===== config.mk =====
export PLATFORM = sky130hd
export DESIGN_NAME = seven_seg_serializer_flat
export DESIGN_NICKNAME = d
export VERILOG_FILES = /design/src/rtl/seven_seg_serializer_if.sv /design/src/rtl/seven_seg_serializer.sv /design/src/flat_wrapper.sv
export SDC_FILE = /design/constraint.sdc
export NUM_CORES = 1
export LEC_CHECK = 0
export ABC_AREA = 1
export BUFFER_PORTS_ARGS = -buffer_cell sky130_fd_sc_hd__buf_2
export CAP_MARGIN = 10
export CORE_UTILIZATION = 40
export DETAILED_ROUTE_END_ITERATION = 10
export HOLD_SLACK_MARGIN = 0.1
export PLACE_DENSITY = 0.54
export SLEW_MARGIN = 25
export SYNTH_ARGS = -nofsm -noshare
export SYNTH_HDL_FRONTEND = slang
export SYNTH_SLANG_ARGS = --single-unit

===== constraint.sdc =====
create_clock -name clk -period 4.4 [get_ports clk]
set_input_delay 0.66 -clock clk [delete_from_list [all_inputs] [get_ports clk]]
set_output_delay 0.66 -clock clk [all_outputs]
set_load 0.05 [all_outputs]

===== src/rtl/seven_seg_serializer_if.sv =====
// Request/handshake bundle between the BCD converter and the seven-segment serializer:
// four BCD digits plus a one-cycle valid, with busy returned to the producer.
interface seven_seg_serializer_if;
    logic       valid;
    logic [3:0] thousands;
    logic [3:0] hundreds;
    logic [3:0] tens;
    logic [3:0] ones;
    logic       busy;

    modport master (
        output valid,
        output thousands,
        output hundreds,
        output tens,
        output ones,
        input  busy
    );

    modport slave (
        input  valid,
        input  thousands,
        input  hundreds,
        input  tens,
        input  ones,
        output busy
    );
endinterface


===== src/rtl/seven_seg_serializer.sv =====
// Encodes four BCD digits to segment bytes and shifts them MSB-first into a 74HC595 chain, then latches.
// Optional: define SEG_LEADING_ZERO_BLANK_EN to blank leading zero digits.
module seven_seg_serializer #(
    parameter int CLK_DIV = 4
) (
    input  logic                         clk,
    input  logic                         rst,
    seven_seg_serializer_if.slave        bus,
    output logic                         seg_data,
    output logic                         seg_clk,
    output logic                         seg_latch
);

    typedef enum logic [1:0] {
        ST_IDLE  = 2'd0,
        ST_SHIFT = 2'd1,
        ST_LATCH = 2'd2
    } state_t;

    localparam logic [7:0] PHASE_LAST = 8'(CLK_DIV - 1);

    function automatic logic [7:0] seg_encode(input logic [3:0] digit);
        logic [7:0] code;
        case (digit)
            4'd0:    code = 8'h3F;
            4'd1:    code = 8'h06;
            4'd2:    code = 8'h5B;
            4'd3:    code = 8'h4F;
            4'd4:    code = 8'h66;
            4'd5:    code = 8'h6D;
            4'd6:    code = 8'h7D;
            4'd7:    code = 8'h07;
            4'd8:    code = 8'h7F;
            4'd9:    code = 8'h6F;
            default: code = 8'h40;
        endcase
        return code;
    endfunction

    state_t      state_r;
    logic [31:0] shift_r;
    logic [4:0]  bit_r;
    logic [7:0]  phase_r;
    logic        busy_r;
    logic        seg_data_r;
    logic        seg_clk_r;
    logic        seg_latch_r;

    logic [31:0] word_s;
    logic        blank_th_s;
    logic        blank_hu_s;
    logic        blank_te_s;

    // Build the 32-bit display word from the live digit inputs (used only on the accept cycle).
    always_comb begin
`ifdef SEG_LEADING_ZERO_BLANK_EN
        blank_th_s = (bus.thousands == 4'd0);
        blank_hu_s = blank_th_s && (bus.hundreds == 4'd0);
        blank_te_s = blank_hu_s && (bus.tens == 4'd0);
`else
        blank_th_s = 1'b0;
        blank_hu_s = 1'b0;
        blank_te_s = 1'b0;
`endif
        word_s = {blank_th_s ? 8'h00 : seg_encode(bus.thousands),
                  blank_hu_s ? 8'h00 : seg_encode(bus.hundreds),
                  blank_te_s ? 8'h00 : seg_encode(bus.tens),
                  seg_encode(bus.ones)};
    end

    // Transfer FSM: each bit is a low phase then a high phase of CLK_DIV cycles, then a latch pulse.
    always_ff @(posedge clk) begin
        if (rst) begin
            state_r     <= ST_IDLE;
            shift_r     <= 32'h0000_0000;
            bit_r       <= 5'd31;
            phase_r     <= 8'd0;
            busy_r      <= 1'b0;
            seg_data_r  <= 1'b0;
            seg_clk_r   <= 1'b0;
            seg_latch_r <= 1'b0;
        end else begin
            case (state_r)
                ST_IDLE: begin
                    seg_clk_r   <= 1'b0;
                    seg_latch_r <= 1'b0;
                    phase_r     <= 8'd0;
                    bit_r       <= 5'd31;
                    if (bus.valid) begin
                        shift_r    <= word_s;
                        seg_data_r <= word_s[31];
                        busy_r     <= 1'b1;
                        state_r    <= ST_SHIFT;
                    end else begin
                        busy_r     <= 1'b0;
                        seg_data_r <= 1'b0;
                    end
                end
                ST_SHIFT: begin
                    if (phase_r == PHASE_LAST) begin
                        phase_r <= 8'd0;
                        if (!seg_clk_r) begin
                            seg_clk_r <= 1'b1;
                        end else begin
                            seg_clk_r <= 1'b0;
                            // shift_r[31] always holds the bit currently on seg_data
                            if (bit_r == 5'd0) begin
                                seg_data_r  <= 1'b0;
                                seg_latch_r <= 1'b1;
                                state_r     <= ST_LATCH;
                            end else begin
                                bit_r      <= bit_r - 5'd1;
                                shift_r    <= {shift_r[30:0], 1'b0};
                                seg_data_r <= shift_r[30];
                            end
                        end
                    end else begin
                        phase_r <= phase_r + 8'd1;
                    end
                end
                ST_LATCH: begin
                    if (phase_r == PHASE_LAST) begin
                        phase_r     <= 8'd0;
                        seg_latch_r <= 1'b0;
                        busy_r      <= 1'b0;
                        state_r     <= ST_IDLE;
                    end else begin
                        phase_r <= phase_r + 8'd1;
                    end
                end
                default: begin
                    state_r     <= ST_IDLE;
                    phase_r     <= 8'd0;
                    busy_r      <= 1'b0;
                    seg_data_r  <= 1'b0;
                    seg_clk_r   <= 1'b0;
                    seg_latch_r <= 1'b0;
                end
            endcase
        end
    end

    assign bus.busy  = busy_r;
    assign seg_data  = seg_data_r;
    assign seg_clk   = seg_clk_r;
    assign seg_latch = seg_latch_r;

endmodule


===== src/flat_wrapper.sv =====
// flat-port wrapper written by rule: the top's interface ports become plain ports
module seven_seg_serializer_flat 
#(
    parameter int CLK_DIV = 4
)
  (clk, rst, seg_data, seg_clk, seg_latch, bus_valid, bus_thousands, bus_hundreds, bus_tens, bus_ones, bus_busy);
  seven_seg_serializer_if bus_i ();
  input  logic clk;
  input  logic rst;
  output logic seg_data;
  output logic seg_clk;
  output logic seg_latch;
  input wire logic [$bits(bus_i.valid)-1:0] bus_valid;
  input wire logic [$bits(bus_i.thousands)-1:0] bus_thousands;
  input wire logic [$bits(bus_i.hundreds)-1:0] bus_hundreds;
  input wire logic [$bits(bus_i.tens)-1:0] bus_tens;
  input wire logic [$bits(bus_i.ones)-1:0] bus_ones;
  output wire logic [$bits(bus_i.busy)-1:0] bus_busy;
  assign bus_i.valid = bus_valid;
  assign bus_i.thousands = bus_thousands;
  assign bus_i.hundreds = bus_hundreds;
  assign bus_i.tens = bus_tens;
  assign bus_i.ones = bus_ones;
  assign bus_busy = bus_i.busy;
  seven_seg_serializer #(.CLK_DIV(CLK_DIV)) u_core (.clk(clk), .rst(rst), .bus(bus_i), .seg_data(seg_data), .seg_clk(seg_clk), .seg_latch(seg_latch));
endmodule

==> impl_metrics.csv <==
group,metric,value,unit
clock_network,clockBufferDepth,2,
sta,finalHoldViolations,0,
sta,slew_headroom,0.341,
setup_path,reg2reg_depth,8,
worst_hold_path,min_to,"u_core.phase_r[0]$_SDFF_PP0_",
final_layout,layout-drive-gt1-share,0.110,
clock_network,cts_buffers,5,
clock_network,cts_setup_buffers,0,
final_layout,num_antenna_cells,0,
synthesis,yosysWarningCount,0,
global_routing,grt_max_degree,39,
sta,period_share,0.694,
setup_path,end_kind,"register",
setup_path,cp-start-kind,"register",
routing,drt_iter0_drc,128,
routing,drtPass1Iterations,4,
sta,setup_tns,0,ps
synthesis,syn_area_per_cell,6.43,µm²
synthesis,synth.cell_area,0.00331,mm²
routing,ant_nets,0,
clock_network,htreeDepth,2,
power,peakVddDrop,0.376,mV
global_routing,grtUsageMet1,0.227,
sta,fmax,0.328,GHz
floorplanning,start_util,0.421,
floorplanning,die_w,92.9,µm
place,hpwl,4700,µm
setup_path,path_cells,"inv_1 > ha_1 > nand2_1 > nand2_2 > nand3_4 > nor2_4 > nor2_1 > nor2_1",
place,gp_congestion,0.820,
global_routing,met3_usage,0.0271,
floorplanning,rows,32,
worst_hold_path,hold_depth,1,
clock_network,path_clk_slew,100,ps
setup_path,crit_type,"register to register",
worst_hold_path,min_from,"u_core.phase_r[0]$_SDFF_PP0_",
job,cap_viol_max_count,0,
synthesis,syn_inst,514,
floorplanning,die_area,0.00863,mm²
setup_path,reg2reg_slack,1350,ps
routing,vias,2967,
global_routing,grt_antenna_before_repair,0,
routing,drc_errors,0,
sta,worstMarginPinSlew,988,ps
routing,post_drt_wl_per_cell,10.9,µm
final_layout,area_delta_synth_final,7.38,%
synthesis,synthTopCellsByArea,"dfxtp_1, nand2_1, ha_1",
sta,fin_hold_ws,452,ps
clock_network,insertion_delay,310,ps
power,power_density,663,mW/mm²
setup_path,r2r-end,"u_core.shift_r[7]$_SDFFE_PP0P_",
global_routing,grt_pass1_vias,2786,
setup_path,critPathSlowestCell,"ha_1",
synthesis,ys_seq_area_frac,0.303,
sta,drv_slew,0,
synthesis,synth_top_area_share,0.303,
synthesis,netlist.top_cell.by_area,"dfxtp_1",
final_layout,fillers,884,
place,portBuffers,22,
setup_path,worstPathArrival,3300,ps
worst_hold_path,hp-class,"register to register",
routing,via_per_inst,4.72,
synthesis,synth_cell_types,24,
status,status,"finished, final reports clean",
routing,finalWirelength,6870,µm
floorplanning,coreArea,0.00785,mm²
global_routing,grt_pass1_wl,12000,µm
power,p_leak,1.85,nW
setup_path,critical_path_peak_fanout,32,
clock_network,cts_hold_buf,0,
floorplanning,die_h,92.9,µm
global_routing,grt.busiest_layer,"met2",
global_routing,grt-ovfl-total,0,
sta,rsz0062_at_grt,"false",
clock_network,cts_root_buf,"clkbuf_8",
global_routing,use_met2,0.282,
sta,post-route-min-period,3050,ps
final_layout,layout_commonest_cell,"nand2_1",
sta,finClkSkew,9.08,ps
setup_path,cp_data_required_time,4650,ps
final_layout,final_cell_mix,"nand2_1, nor2_1, inv_1, dfxtp_1, nand4_1",
sta,setup_violations,0,
clock_network,cts.sinks,50,
final_layout,final_nets,574,
power,p_total,2.35,mW
global_routing,grt_usage,0.169,
setup_path,max_stage_delay,800,ps
setup_path,crit_top_cell,"nor2_1",
synthesis,synth_seq_cells,50,
floorplanning,io_pins,23,
synthesis,synth_nets,563,
setup_path,r2r-start,"u_core.state_r[1]$_SDFFE_PP0P_",
clock_network,cts_tree,"done",
clock_network,ctsResizeCount,0,
-- metal layers --
metal | wire length (µm) | up-vias
li1 | - | 1625
met1 | 3640 | 1311
met2 | 3020 | 26
met3 | 154 | 5
met4 | 55 | 0
met5 | 0 | -
-- power breakdown --
group | total, mW | leakage [nW] | switching [mW] | internal (mW)
clock network | 0.275 | 0.0441 | 0.163 | 0.112
logic | 1.36 | 1.39 | 0.904 | 0.461
registers | 0.712 | 0.411 | 0.0811 | 0.631
-- state kept, by name (all words and copies together) (netlist names) --
name	count
u_core.bit_r	5
u_core.bus.busy	1
u_core.state_r	2
u_core.seg_data	1
u_core.shift_r	31
u_core.seg_clk	1
u_core.phase_r	8
u_core.seg_latch	1
-- through the flow --
stage / area (µm²) / util / cells / setup WS, ps
4_1_cts: 3550 / 0.452 / 628 / 1250
3_5_place_dp: 3460 / 0.441 / 620 / 1290
3_3_place_gp: 3460 / 0.441 / 620 / 1380
2_1_floorplan: 3310 / - / 514 / 2840
6_report: 3550 / 0.452 / 628 / 1350
5_1_grt: 3550 / 0.452 / 628 / 924
-- critical path, delay by kind of cell (launching register included) --
kind,cells,cell delay (ps)
DFF,1,330
and+or+nand+nor,6,1730
buffers and inverters,1,110
adders and majority gates,1,800
-- cell families after synthesis --
family	synth area share
AO/OA/AOI/OAI	0.0598
XOR/XNOR	0.00530
adder cells (fa/ha/maj)	0.114
buffers and inverters	0.0924
flip-flops	0.303
multiplexers	0.0121
AND/OR/NAND/NOR	0.414
-- area by class of cell --
type	count	area [µm²]	share of cell area
Clock inverter	3	21.3	0.00599
Sequential cell	50	1000	0.282
Inverter	52	195	0.0550
Timing Repair Buffer	25	133	0.0374
Clock buffer	5	68.8	0.0194
Multi-Input combinational cell	391	2000	0.564
Tap cell	102	128	0.0360
-- synth_stat cells (all sizes together) --
library cell,n
nand2,159
nor2,95
inv,52
dfxtp,50
nand4,31
ha,30
a21oi,16
o21ai,16
buf,15
or2,15
nand3,13
clkbuf,6
o21bai,5
mux2i,4
nor3,3
nand3b,2
xor2,2
-- how the worst max path moves through the flow --
stage	slack, ps	to	cells past startpoint	start
after detailed placement	1290	u_core.shift_r[30]$_SDFFE_PP0P_	8	u_core.state_r[1]$_SDFFE_PP0P_
after CTS	1250	u_core.shift_r[7]$_SDFFE_PP0P_	8	u_core.state_r[1]$_SDFFE_PP0P_
after floorplan	2840	u_core.shift_r[3]$_SDFFE_PP0P_	10	bus_ones[0]
after global routing	920	u_core.shift_r[6]$_SDFFE_PP0P_	8	u_core.state_r[1]$_SDFFE_PP0P_
after global placement	1380	u_core.shift_r[21]$_SDFFE_PP0P_	8	u_core.state_r[1]$_SDFFE_PP0P_
final	1350	u_core.shift_r[7]$_SDFFE_PP0P_	8	u_core.state_r[1]$_SDFFE_PP0P_
Note: power is estimated with default switching activity, not from simulation.
